File: src/rtl/lcd_pkg.sv
// Shared types, default panel timing and the pixel format expander
// for the LCD timing engine.
package lcd_pkg;

  typedef enum logic [2:0] {
    ST_OFF,
    ST_EN_WAIT,
    ST_DISP_WAIT,
    ST_RUN,
    ST_SHUT_BL,
    ST_SHUT_DISP
  } lcd_state_e;

  typedef struct packed {
    logic [7:0] r;
    logic [7:0] g;
    logic [7:0] b;
  } rgb_t;

  localparam int DEF_H_ACTIVE  = 480;
  localparam int DEF_H_BLANK   = 45;
  localparam int DEF_V_ACTIVE  = 272;
  localparam int DEF_V_BLANK   = 16;
  localparam int DEF_PCLK_HALF = 12;
  localparam int DEF_T_EN_DISP = 10000;
  localparam int DEF_T_DISP_BL = 32000000;
  localparam int DEF_PWM_PRESC = 16;
  localparam int DEF_ADDR_W    = 17;

  // Bit replication fills the low bits so full-scale inputs reach 8'hFF.
  function automatic rgb_t px_expand(input logic fmt, input logic [15:0] d);
    rgb_t p;
    p = '0;
    if (fmt) begin
      p.r = {d[7:5], d[7:5], d[7:6]};
      p.g = {d[4:2], d[4:2], d[4:3]};
      p.b = {d[1:0], d[1:0], d[1:0], d[1:0]};
    end else begin
      p.r = {d[15:11], d[15:13]};
      p.g = {d[10:5], d[10:9]};
      p.b = {d[4:0], d[4:2]};
    end
    return p;
  endfunction

endpackage

File: src/rtl/lcd_pwm.sv
// Backlight PWM: prescaler, free-running 8-bit phase and duty compare.
module lcd_pwm #(
  parameter int PRESC = 16
) (
  input  logic       clk,
  input  logic       rst_n,
  input  logic       run,
  input  logic [7:0] duty,
  output logic       led_en
);

  localparam int PW = (PRESC > 1) ? $clog2(PRESC) : 1;
  localparam logic [PW-1:0] PRE_LAST = PW'(PRESC - 1);

  logic [PW-1:0] pre;
  logic [7:0]    phase;
  logic          step;

  assign step = (pre == PRE_LAST);

  always_ff @(posedge clk or negedge rst_n) begin
    if (!rst_n) begin
      pre   <= '0;
      phase <= '0;
    end else if (!run) begin
      pre   <= '0;
      phase <= '0;
    end else begin
      pre <= step ? '0 : pre + 1'b1;
      if (step) phase <= phase + 8'd1;
    end
  end

  // Full-scale duty must never drop, so it bypasses the compare.
  assign led_en = run & ((duty == 8'hFF) | (phase < duty));

endmodule

File: src/rtl/lcd_timing_engine.sv
// LCD panel timing engine: power sequencing, pixel clock, raster timing,
// framebuffer fetch and backlight PWM for a parallel-RGB TFT.
module lcd_timing_engine
  import lcd_pkg::*;
#(
  parameter int H_ACTIVE  = DEF_H_ACTIVE,
  parameter int H_BLANK   = DEF_H_BLANK,
  parameter int V_ACTIVE  = DEF_V_ACTIVE,
  parameter int V_BLANK   = DEF_V_BLANK,
  parameter int PCLK_HALF = DEF_PCLK_HALF,
  parameter int T_EN_DISP = DEF_T_EN_DISP,
  parameter int T_DISP_BL = DEF_T_DISP_BL,
  parameter int PWM_PRESC = DEF_PWM_PRESC,
  parameter int ADDR_W    = DEF_ADDR_W
) (
  input  logic              clk,
  input  logic              rst_n,
  input  logic              enable,
  input  logic [7:0]        bl_duty,
  input  logic              fmt,
  input  logic [15:0]       fb_data,
  output logic [ADDR_W-1:0] fb_addr,
  output logic [7:0]        tft_r,
  output logic [7:0]        tft_g,
  output logic [7:0]        tft_b,
  output logic              tft_clk,
  output logic              tft_de,
  output logic              tft_en,
  output logic              tft_display,
  output logic              led_en,
  output logic              frame_start,
  output logic              vblank,
  output logic              ready
);

  localparam int H_TOT = H_BLANK + H_ACTIVE;
  localparam int V_TOT = V_BLANK + V_ACTIVE;
  localparam int HW    = $clog2(H_TOT);
  localparam int VW    = $clog2(V_TOT);
  localparam int PDW   = $clog2(PCLK_HALF);

  localparam logic [HW-1:0]  H_LAST  = HW'(H_TOT - 1);
  localparam logic [HW-1:0]  H_BLK   = HW'(H_BLANK);
  localparam logic [VW-1:0]  V_LAST  = VW'(V_TOT - 1);
  localparam logic [VW-1:0]  V_BLK   = VW'(V_BLANK);
  localparam logic [PDW-1:0] PD_LAST = PDW'(PCLK_HALF - 1);
  localparam logic [31:0]    T_ED    = 32'(T_EN_DISP - 1);
  localparam logic [31:0]    T_DB    = 32'(T_DISP_BL - 1);

  lcd_state_e state, state_nxt;
  logic        armed;
  logic [31:0] tmr;

  // armed delays the first transition by one edge after reset release.
  always_comb begin
    state_nxt = state;
    case (state)
      ST_OFF:       if (enable) state_nxt = ST_EN_WAIT;
      ST_EN_WAIT:   if (!enable) state_nxt = ST_SHUT_BL;
                    else if (tmr == T_ED) state_nxt = ST_DISP_WAIT;
      ST_DISP_WAIT: if (!enable) state_nxt = ST_SHUT_BL;
                    else if (tmr == T_DB) state_nxt = ST_RUN;
      ST_RUN:       if (!enable) state_nxt = ST_SHUT_BL;
      ST_SHUT_BL:   if (tmr == T_ED) state_nxt = ST_SHUT_DISP;
      ST_SHUT_DISP: if (tmr == T_ED) state_nxt = ST_OFF;
      default:      state_nxt = ST_OFF;
    endcase
    if (!armed) state_nxt = state;
  end

  always_ff @(posedge clk or negedge rst_n) begin
    if (!rst_n) begin
      state <= ST_OFF;
      armed <= 1'b0;
      tmr   <= '0;
    end else begin
      state <= state_nxt;
      armed <= 1'b1;
      tmr   <= (state_nxt != state) ? '0 : tmr + 32'd1;
    end
  end

  assign tft_en      = (state != ST_OFF);
  assign tft_display = (state inside {ST_DISP_WAIT, ST_RUN, ST_SHUT_BL});
  assign ready       = (state == ST_RUN);

  logic run, run_nxt, clk_on, half_end, rise_tick, fall_tick;
  logic [PDW-1:0] pdiv;

  assign run       = (state == ST_RUN);
  assign run_nxt   = (state_nxt == ST_RUN);
  assign clk_on    = (state == ST_DISP_WAIT) || run;
  assign half_end  = clk_on && (pdiv == PD_LAST);
  assign rise_tick = half_end && !tft_clk;
  assign fall_tick = half_end && tft_clk;

  // Pixel clock freezes during shutdown and parks low once OFF.
  always_ff @(posedge clk or negedge rst_n) begin
    if (!rst_n) begin
      pdiv    <= '0;
      tft_clk <= 1'b0;
    end else if (state_nxt == ST_OFF) begin
      pdiv    <= '0;
      tft_clk <= 1'b0;
    end else if (clk_on) begin
      pdiv <= half_end ? '0 : pdiv + 1'b1;
      if (half_end) tft_clk <= ~tft_clk;
    end
  end

  logic [HW-1:0] h_cnt;
  logic [VW-1:0] v_cnt;
  logic          active, first_px, fmt_q;
  logic [7:0]    duty_q;
  rgb_t          px;

  assign active   = (h_cnt >= H_BLK) && (v_cnt >= V_BLK);
  assign first_px = (h_cnt == H_BLK) && (v_cnt == V_BLK);

  // Counters name the pixel presented at the next fall tick; its address
  // goes out on the rise tick before so fb_data has settled by then.
  always_ff @(posedge clk or negedge rst_n) begin
    if (!rst_n) begin
      h_cnt       <= '0;
      v_cnt       <= '0;
      tft_de      <= 1'b0;
      px          <= '0;
      frame_start <= 1'b0;
      vblank      <= 1'b0;
      fb_addr     <= '0;
      fmt_q       <= 1'b0;
      duty_q      <= '0;
    end else if (!run_nxt) begin
      h_cnt       <= '0;
      v_cnt       <= '0;
      tft_de      <= 1'b0;
      px          <= '0;
      frame_start <= 1'b0;
      vblank      <= 1'b0;
    end else begin
      frame_start <= 1'b0;
      if (run && rise_tick && active)
        fb_addr <= first_px ? '0 : fb_addr + 1'b1;
      if (run && fall_tick) begin
        tft_de      <= active;
        vblank      <= (v_cnt < V_BLK);
        px          <= active ? px_expand(fmt_q, fb_data) : '0;
        frame_start <= (h_cnt == '0) && (v_cnt == '0);
        if ((h_cnt == '0) && (v_cnt == '0)) begin
          fmt_q  <= fmt;
          duty_q <= bl_duty;
        end
        if (h_cnt == H_LAST) begin
          h_cnt <= '0;
          v_cnt <= (v_cnt == V_LAST) ? '0 : v_cnt + 1'b1;
        end else begin
          h_cnt <= h_cnt + 1'b1;
        end
      end
    end
  end

  assign tft_r = px.r;
  assign tft_g = px.g;
  assign tft_b = px.b;

  lcd_pwm #(.PRESC(PWM_PRESC)) u_pwm (
    .clk    (clk),
    .rst_n  (rst_n),
    .run    (run),
    .duty   (duty_q),
    .led_en (led_en)
  );

endmodule
File: config.mk
export PLATFORM = sky130hd
export DESIGN_NAME = lcd_timing_engine
export DESIGN_NICKNAME = d
export VERILOG_FILES = /design/src/rtl/lcd_pkg.sv /design/src/rtl/lcd_pwm.sv /design/src/rtl/lcd_timing_engine.sv
export SDC_FILE = /design/constraint.sdc
export NUM_CORES = 1
export LEC_CHECK = 0
export ABC_AREA = 1
export CAP_MARGIN = 20
export CORE_MARGIN = 2
export CORE_UTILIZATION = 62
export CTS_CLUSTER_DIAMETER = 30
export DETAILED_ROUTE_END_ITERATION = 10
export GPL_TIMING_DRIVEN = 1
export PLACE_DENSITY = 0.95
export SYNTH_ARGS = -nofsm -noshare
export SYNTH_HDL_FRONTEND = slang
export SYNTH_HIERARCHICAL = 1
export SYNTH_SLANG_ARGS = --single-unit
File: constraint.sdc
create_clock -name clk -period 5.3 [get_ports clk]
set_input_delay 0.795 -clock clk [delete_from_list [all_inputs] [get_ports clk]]
set_output_delay 0.795 -clock clk [all_outputs]
set_load 0.005 [all_outputs]
# Word level (Yosys, flattened, before mapping)
# Cells that the tools add are included.
# totals
in_bits,28
output_inout_bits,49
elab_cells,113
ff_bits,125
# op_classes
n_addsub,7
reduce_logical,23
magnitude_cmp,4
n_eq_ne,19
n_bitwise,3
n_mux,39
# ops
op,n
24-bit 2-to-1 mux,4
9-bit 2-to-1 mux,4
"32-bit by 1-bit adder with 32-bit output, second input constant",1
"32-bit by 14-bit == test with 1-bit output, second input constant",1
"32-bit by 25-bit == test with 1-bit output, second input constant",1
32-bit 2-to-1 mux,1
10-bit 2-to-1 mux,3
3-bit 2-to-1 mux,9
4-bit 2-to-1 mux,5
3-bit case mux with 6 select lines,1
"17-bit by 1-bit adder with 17-bit output, second input constant",1
17-bit 2-to-1 mux,1
8-bit 2-to-1 mux,2
"10-bit by 1-bit adder with 10-bit output, second input constant",1
"10-bit == test, second input constant",1
"10-bit by 6-bit == test with 1-bit output, second input constant",1
"10-bit by 6-bit greater-or-equal comparator with 1-bit output, second input constant",1
10-bit zero test,1
"9-bit by 1-bit adder with 9-bit output, second input constant",1
"3-bit by 2-bit == test with 1-bit output, second input constant",3
"9-bit by 5-bit == test with 1-bit output, second input constant",1
"9-bit == test, second input constant",1
"9-bit by 5-bit greater-or-equal comparator with 1-bit output, second input constant",1
1-bit logical AND,9
other kinds (22),40

# Logic depth before layout (Yosys ltp)
# Gate-level depths: netlist of run 1.
# logic_depth
depth_word,8
depth_mapped,17
ltp_nobuf,16

# By module
# The synthesis of run 1 kept the hierarchy.
# modules_own_cells
module,seq_area_each_um2,instances,area_per_inst_um2,cells_each
lcd_timing_engine,2777.7,1,6606.3,902
lcd_pwm,300.3,1,834.6,112

# Worst setup path before layout of run 1
# No wires, ideal clock.
# synth_path
path_kind,reg2out
startpoint,register state[1]
endpoint,output led_en
path_slack_ps,3267
arrival_ps,1238
n_path_buf,1
path_stages_with_launch,8
path_cell_list,dfrtp_1 inv_2 nor2_4 inv_2 nor2_1 buf_6 inv_1 a21oi_1
# synth_via
elab_chain_len,2
# synth_rtl
element,line_no,source
from (decl),lcd_timing_engine.sv:50,"lcd_state_e state, state_nxt;"
from (signal assigned),lcd_timing_engine.sv:77,state <= state_nxt;
3-bit by 2-bit == test with 1-bit output,n/a,
named net ready,lcd_timing_engine.sv:33,output logic ready
1-bit AND,lcd_pwm.sv:35,assign led_en = run & ((duty == 8'hFF) | (phase < duty));
to (decl),lcd_timing_engine.sv:30,"output logic led_en,"
# The timed path passes the listed nets, and every way through them passes these cells.

# Worst setup path after layout of run 1
# layout_path
startpoint,register state[1]
endpoint,output led_en
# layout_via
elab_chain_len,2
# layout_rtl
element,line_no,source
3-bit by 2-bit == test with 1-bit output,lcd_timing_engine.sv:90,assign run = (state == ST_RUN);
1-bit AND,lcd_pwm.sv:35,
# No other way between the ends.

==> metrics.csv, run 1 <==
metric,value,unit
outcome,"finished, violations left",
violations,DRC,
end_kind,primary output,
finalWorstSetupSlack,2253,ps
critPathLaunch,state[1],
grt_pass1_vias,6632,
start_kind,flip-flop,
hp-class,primary input to async pin,
die_w,113.6,um
finClkSkew,9.776,ps
finalCoreUtilization,74.55,%
synth_nets,1060,
required,4510,ps
wl,18.38,mm
clockRootBuffer,clkbuf_16,
firstDrtPassIters,9,
p_sw_share,25.15,%
hold_violations,0,
coreArea,0.01186,mm2
crit_fanout,12,
crit_top_cell,inv_2,
setup_viol,0,
insertion_delay,430,ps
first_iter_violations,716,
drtAntennaViolNets,0,
period_needed,3047,ps
reg2regPathDepth,14,
place_ws,2021,ps
p_comb_share,9.0,%
holdBufCountCts,0,
ys_ff_latch,123,
slew_headroom,30.60,%
slew_violations,0,
maxCapViolations,0,
irDropWorstVdd,0.2368,mV
clockPowerShare,49.2,%
crit-reg2reg-launch,tmr[0],
wl_per_cell,14.77,um
syn_avg_cell_area,7.338,um2
die_area,0.01289,mm2
io_pins,77,
r2r-end,fb_addr[7],
synthToLayoutAreaGrowth,18.83,%
synth_area,0.007441,mm2
overflow,0,
clock_sinks,123,
power_density,266.3,mW/mm2
place_congestion,0.9245,
cts-buffers-inserted,17,
cts_tree,done,
period_share,57.50,%
synth.distinct_cells,42,
cp-endpoint,led_en,
worstPathCellList,inv_2 > nor2_4 > inv_2 > nor2_1 > buf_4 > inv_1 > a21oi_1 > clkdlybuf4s50_1,
drc_errors,1,
cpMaxStageDelayCell,clkdlybuf4s50_1,
nNetsFinal,1131,
cts.repair.resized,0,
fillCellCount,797,
p_sw,592.2,uW
antenna_found_initial,0,
path_class,flip-flop to primary output,
dr_total_vias,7008,
leakage,0.004305,uW
grt_use_total,29.39,%
io_buffers,76,
internal_power,1763,uW
ys_seq_area_share,41.37,%
cts_setup_buffers,0,
fmax,328.2,MHz
synth_edf_count,0,
ys_warn_count,6,
finalSetupTns,0,ps
cts_buffer_depth,2,
layout-drive-gt1-share,7.195,%
cp.arrival,2250,ps
antenna_cells,0,
synthCells,1014,
holdWs,188.9,ps
pwr-share-seq,41.8,%
start_util,62.73,%
htree_levels,4,
vias_per_cell,5.629,
clkTransAtPathRegs,60,ps
dp_hpwl,12.00,mm
num_rows,40,
worst_slew_pin_slew,1035,ps
async_reset_ff_share,100.0,%
grt_pass1_wl,30.66,mm
r2r_setup_slack,2320,ps
synth-main-ff-cell,dfrtp_1,
critical-path-max-stage-delay,510,ps
rsz0062_at_grt,no,
grt_max_degree,83,
die_h,113.6,um
critical path, delay by kind of cell (launching register included):
| family | cells | cell delay (ps) |
|---|---|---|
| buf+inv | 5 | 1010 |
| simple gates | 2 | 250 |
| flops | 1 | 430 |
| compound gates | 1 | 130 |
kinds of logic (layout without fill, tap and decap cells):
kind of cell	count (synthesis)	after routing	share of synthesized area (%)
buffers and inverters	143	227	8.340
xor gates and xnor gates	42	42	4.944
AOI/OAI and AO/OA	68	68	4.876
DFF	123	123	41.37
and+or+nand+nor	619	619	37.40
adders and majority gates	18	18	3.027
other	1	1	0.05040
per-stage QoR:
step	instance area (um2)	std cells	power (uW)
5_1_grt	8842	1245	2438
3_5_place_dp	8220	1211	1208
6_report	8842	1245	2355
3_3_place_gp	8205	1210	1193
2_1_floorplan	7441	1014	1124
4_1_cts	8810	1243	2352
power groups by stage:
stage	clock [uW]	combinational (uW)	sequential (uW)
after floorplan	0	128	996
after global placement	0	192	1000
after detailed placement	0	206	1000
after CTS	1160	208	985
after global routing	1210	236	989
final	1160	211	985
worst min-delay path by stage:
stage | to | slack, ps | depth (start not counted)
floorplan | u_pwm/pre[0] | 430 | 1
global placement | u_pwm/pre[0] | 450 | 1
CTS | tft_b[5] | 470 | 2
finish | u_pwm/phase[3] | 190 | 1
detailed placement | tft_r[7] | 460 | 2
global route | u_pwm/phase[3] | 190 | 1
cell usage in the layout, fill, tap and decap left out, types with 2 or more instances in the layout:
master           instances
nand2_1                264
nor2_1                 156
dfrtp_1                123
inv_1                  104
nand3_1                 94
clkdlybuf4s50_1         75
xor2_1                  36
o21ai_0                 32
nand4_1                 28
nor3_1                  26
ha_1                    18
a21oi_1                 17
clkbuf_16               17
o21ai_1                 11
inv_2                    9
nor4_1                   8
nand2_2                  7
or2_2                    7
xnor2_1                  6
nor2_2                   5
nand3b_1                 5
nor3b_1                  5
clkinv_2                 4
clkinvlp_4               4
nor2_4                   3
nand2_4                  3
clkbuf_8                 3
buf_4                    3
o21ai_2                  2
o31ai_1                  2
nor2_8                   2
nor3_4                   2
bufinv_16                2
metal layers:
| layer | track usage (%) | vias up | part of all wire, % | wire (um) |
|---|---|---|---|---|
| li1 | - | 3376 | - | - |
| met1 | 38.16 | 3260 | 42 | 7663 |
| met4 | 15.12 | 0 | 4.0 | 731 |
| met2 | 46.87 | 295 | 48 | 8869 |
| met5 | 0 | - | 0 | 0 |
| met3 | 6.164 | 77 | 6.1 | 1120 |
synthesized netlist by cell type (7+ instances only):
cell	number	area, um2
dfrtp_1	123	3078
nor2_1	156	585.6
o21ai_0	32	160.2
nand3_1	94	470.5
ha_1	18	225.2
a21oi_1	17	85.08
nand2_2	7	43.79
nand4_1	28	175.2
inv_1	104	390.4
nor3_1	26	130.1
or2_2	7	43.79
nor4_1	8	50.05
buf_2	10	50.05
o21ai_1	11	55.05
inv_2	9	33.78
nand2_1	264	991.0
xor2_1	36	315.3
sequential cells by signal, indices dropped and copies added (netlist names), 3 cells and up:
name         count
tft_g            6
duty_q           8
tft_b            8
h_cnt           10
v_cnt            9
tft_r            8
u_pwm/phase      8
fb_addr         17
pdiv             4
u_pwm/pre        4
tmr             32
state            3
final cells by class:
class / count / area [um2] / share of cell area (%)
inverter: 114 / 427.9 / 4.839
clock inverter: 11 / 118.9 / 1.344
sequential: 123 / 3078 / 34.81
tap: 147 / 183.9 / 2.080
timing repair buffer: 81 / 820.8 / 9.283
multi-input combinational: 748 / 3742 / 42.32
clock buffer: 21 / 470.5 / 5.321
No activity file was read; power rests on OpenSTA's default activity.
==> run 2: changes to the inputs <==
Settings changed: CORE_UTILIZATION 62 to 52, PLACE_DENSITY 0.95 to 0.88.
Clock period 5.3 ns to 2.45 ns, I/O delays scaled along.
==> metrics.csv, run 2 (synthesis gave the netlist of run 1 again) <==
metric,value,unit,change
insertion_delay,420,ps,was 430 ps
antenna_cells,0,,unchanged
power.total,5198,uW,was 2355 uW
clockPowerShare,49.0,%,was 49.2%
period_share,95.41,%,
cts_tree,done,,unchanged
wl_per_cell,14.10,um,was 14.77 um
clockRootBuffer,clkbuf_16,,unchanged
finClkSkew,8.688,ps,was 9.776 ps
finalCoreUtilization,65.67,%,was 74.55%
die_w,123.6,um,was 113.6 um
antenna_found_initial,0,,unchanged
drtAntennaViolNets,0,,unchanged
grt_max_degree,49,,was 83
fmax,427.8,MHz,
setup_viol,0,,unchanged
final_cells,1301,,was 1245
cp.arrival,1970,ps,was 2250 ps
die_area,0.01528,mm2,was 0.01289 mm2
coreArea,0.01393,mm2,was 0.01186 mm2
die_h,123.6,um,was 113.6 um
end_kind,primary output,,unchanged
vias_per_cell,5.338,,was 5.629
crit-reg2reg-launch,tmr[0],,unchanged
regMostFlops,tmr,,unchanged
first_iter_violations,572,,was 716
p_comb_share,9.9,%,was 9.0%
overflow,0,,unchanged
num_rows,43,,was 40
htree_levels,4,,unchanged
path_class,flip-flop to primary output,,unchanged
grt_use_total,24.82,%,was 29.39%
nNetsFinal,1154,,was 1131
slew_violations,0,,unchanged
cts-buffers-inserted,17,,unchanged
largest_reg_flops,32,,unchanged
leakage,0.004451,uW,was 0.004305 uW
p_sw_share,24.83,%,was 25.15%
grt_pass1_vias,6602,,was 6632
clkTransAtPathRegs,60,ps,about the same
cts_buffer_depth,2,,unchanged
place_congestion,0.9127,,was 0.9245
period_needed,2338,ps,
grt_pass1_wl,30.22,mm,was 30.66 mm
layout-drive-gt1-share,9.813,%,was 7.195%
internal_power,3908,uW,was 1763 uW
start_kind,flip-flop,,unchanged
worst_slew_pin_slew,550.9,ps,was 1035 ps
hp-class,primary input to async pin,,unchanged
maxCapViolations,0,,unchanged
synthToLayoutAreaGrowth,22.99,%,was 18.83%
start_util,53.40,%,was 62.73%
place_ws,132.3,ps,was 2021 ps
required,2080,ps,was 4510 ps
critPathLaunch,state[1],,unchanged
outcome,finished clean,,"was finished, violations left"
irDropWorstVdd,0.4882,mV,was 0.2368 mV
p_sw,1291,uW,was 592.2 uW
firstDrtPassIters,7,,was 9
wl,18.34,mm,was 18.38 mm
top_regs,"tmr x32, fb_addr x17, h_cnt x10",,unchanged
pwr-share-seq,41.1,%,was 41.8%
final_common_cell,nand2_1,,unchanged
dp_cells,1262,,was 1211
most-common-layout-cells,"nand2_1 (263), nor2_1 (154), dfrtp_1 (122)",,"was nand2_1 (264), nor2_1 (156), dfrtp_1 (123)"
drc_errors,0,,was 1
io_pins,77,,unchanged
finalWorstSetupSlack,112.5,ps,was 2253 ps
power_density,568.0,mW/mm2,was 266.3 mW/mm2
clock_sinks,123,,unchanged
dr_total_vias,6945,,was 7008
dp_hpwl,12.51,mm,was 12.00 mm
hold_violations,0,,unchanged
io_buffers,76,,unchanged
fillCellCount,1120,,was 797
slew_headroom,62.99,%,was 30.60%
crit_fanout,11,,was 12
run 2: cell types whose count changed in the layout (fill, tap and decap cells not counted), sizes merged:
cell           delta
buf              +22
clkdlybuf4s50     -1
clkinv            +2
clkinvlp          -2
dlygate4sd2       +1
dlygate4sd3       +1
inv               -1
nor2              +1
run 2: path summary, 6_finish.rpt:
check | end | slack, ps | cells past startpoint
max in group asynchronous | u_pwm/pre[3] | 1410 | 3
max | ready | 110 | 6
min | tmr[17] | 380 | 2
min in group clk | u_pwm/pre[0] | 460 | 1
min reg2reg | u_pwm/pre[0] | 460 | 1
max reg2reg | tft_g[2] | 150 | 17
run 2: cell type report:
type | instances | area, um2 | area share [%]
multi-input combinational | 749 | 3787 | 41.39
sequential | 123 | 3079 | 33.65
clock buffer | 22 | 494.2 | 5.401
tap | 180 | 225.2 | 2.461
clock inverter | 10 | 113.9 | 1.244
timing repair buffer | 103 | 1020 | 11.14
inverter | 114 | 431.7 | 4.717
run 2: stage by stage:
stage | hold WS (ps) | TNS, ps | cell area [um2]
after floorplan | 71.91 | 0 | 7441
after global placement | 262.8 | 0 | 8439
after detailed placement | 266.0 | 0 | 8439
after CTS | 382.7 | 0 | 9056
after global routing | 395.4 | -78.22 | 9151
final | 380.2 | 0 | 9151
run 2: per-layer routing:
layer  vias to the layer above  part of all wire [%]  global-route usage (%)
met1                      3311                    43                   31.65
li1                       3427                     -                       -
met5                         -                     0                       0
met4                         0                   2.0                   8.736
met3                        36                   4.0                   5.037
met2                       171                    51                   42.00
run 2: worst max-delay path, stage by stage, from the launching register on:
cell and delay, ps:
dfrtp_2 410, inv_2 80, nor2_4 130, inv_2 110, nor2_2 150, buf_6 170, clkdlybuf4s50_1 500
run 2: power by group through the flow:
stage          logic [uW]  clock network, uW  registers, uW
2_1_floorplan         277                  0           2150
3_3_place_gp          465                  0           2160
3_5_place_dp          479                  0           2160
4_1_cts               489               2580           2130
5_1_grt               575               2650           2140
6_report              515               2550           2140
run 2: timing repair:
| item | CTS | global route |
|---|---|---|
| gates cloned | 0 | 1 |
| hold endpoints to repair | 18 | 0 |
| setup buffers | 0 | 5 |
| hold buffers | 1 | 0 |
| pin swaps | 0 | 2 |
| gates resized for setup | 1 | 12 |
| endpoints found under the setup margin | 1 | 41 |
==> run 3: changes to the inputs <==
Settings changed: GPL_TIMING_DRIVEN 1 to not set.
==> results of run 3 <==
Final layout, timing and power as in run 2 (identical DEF).
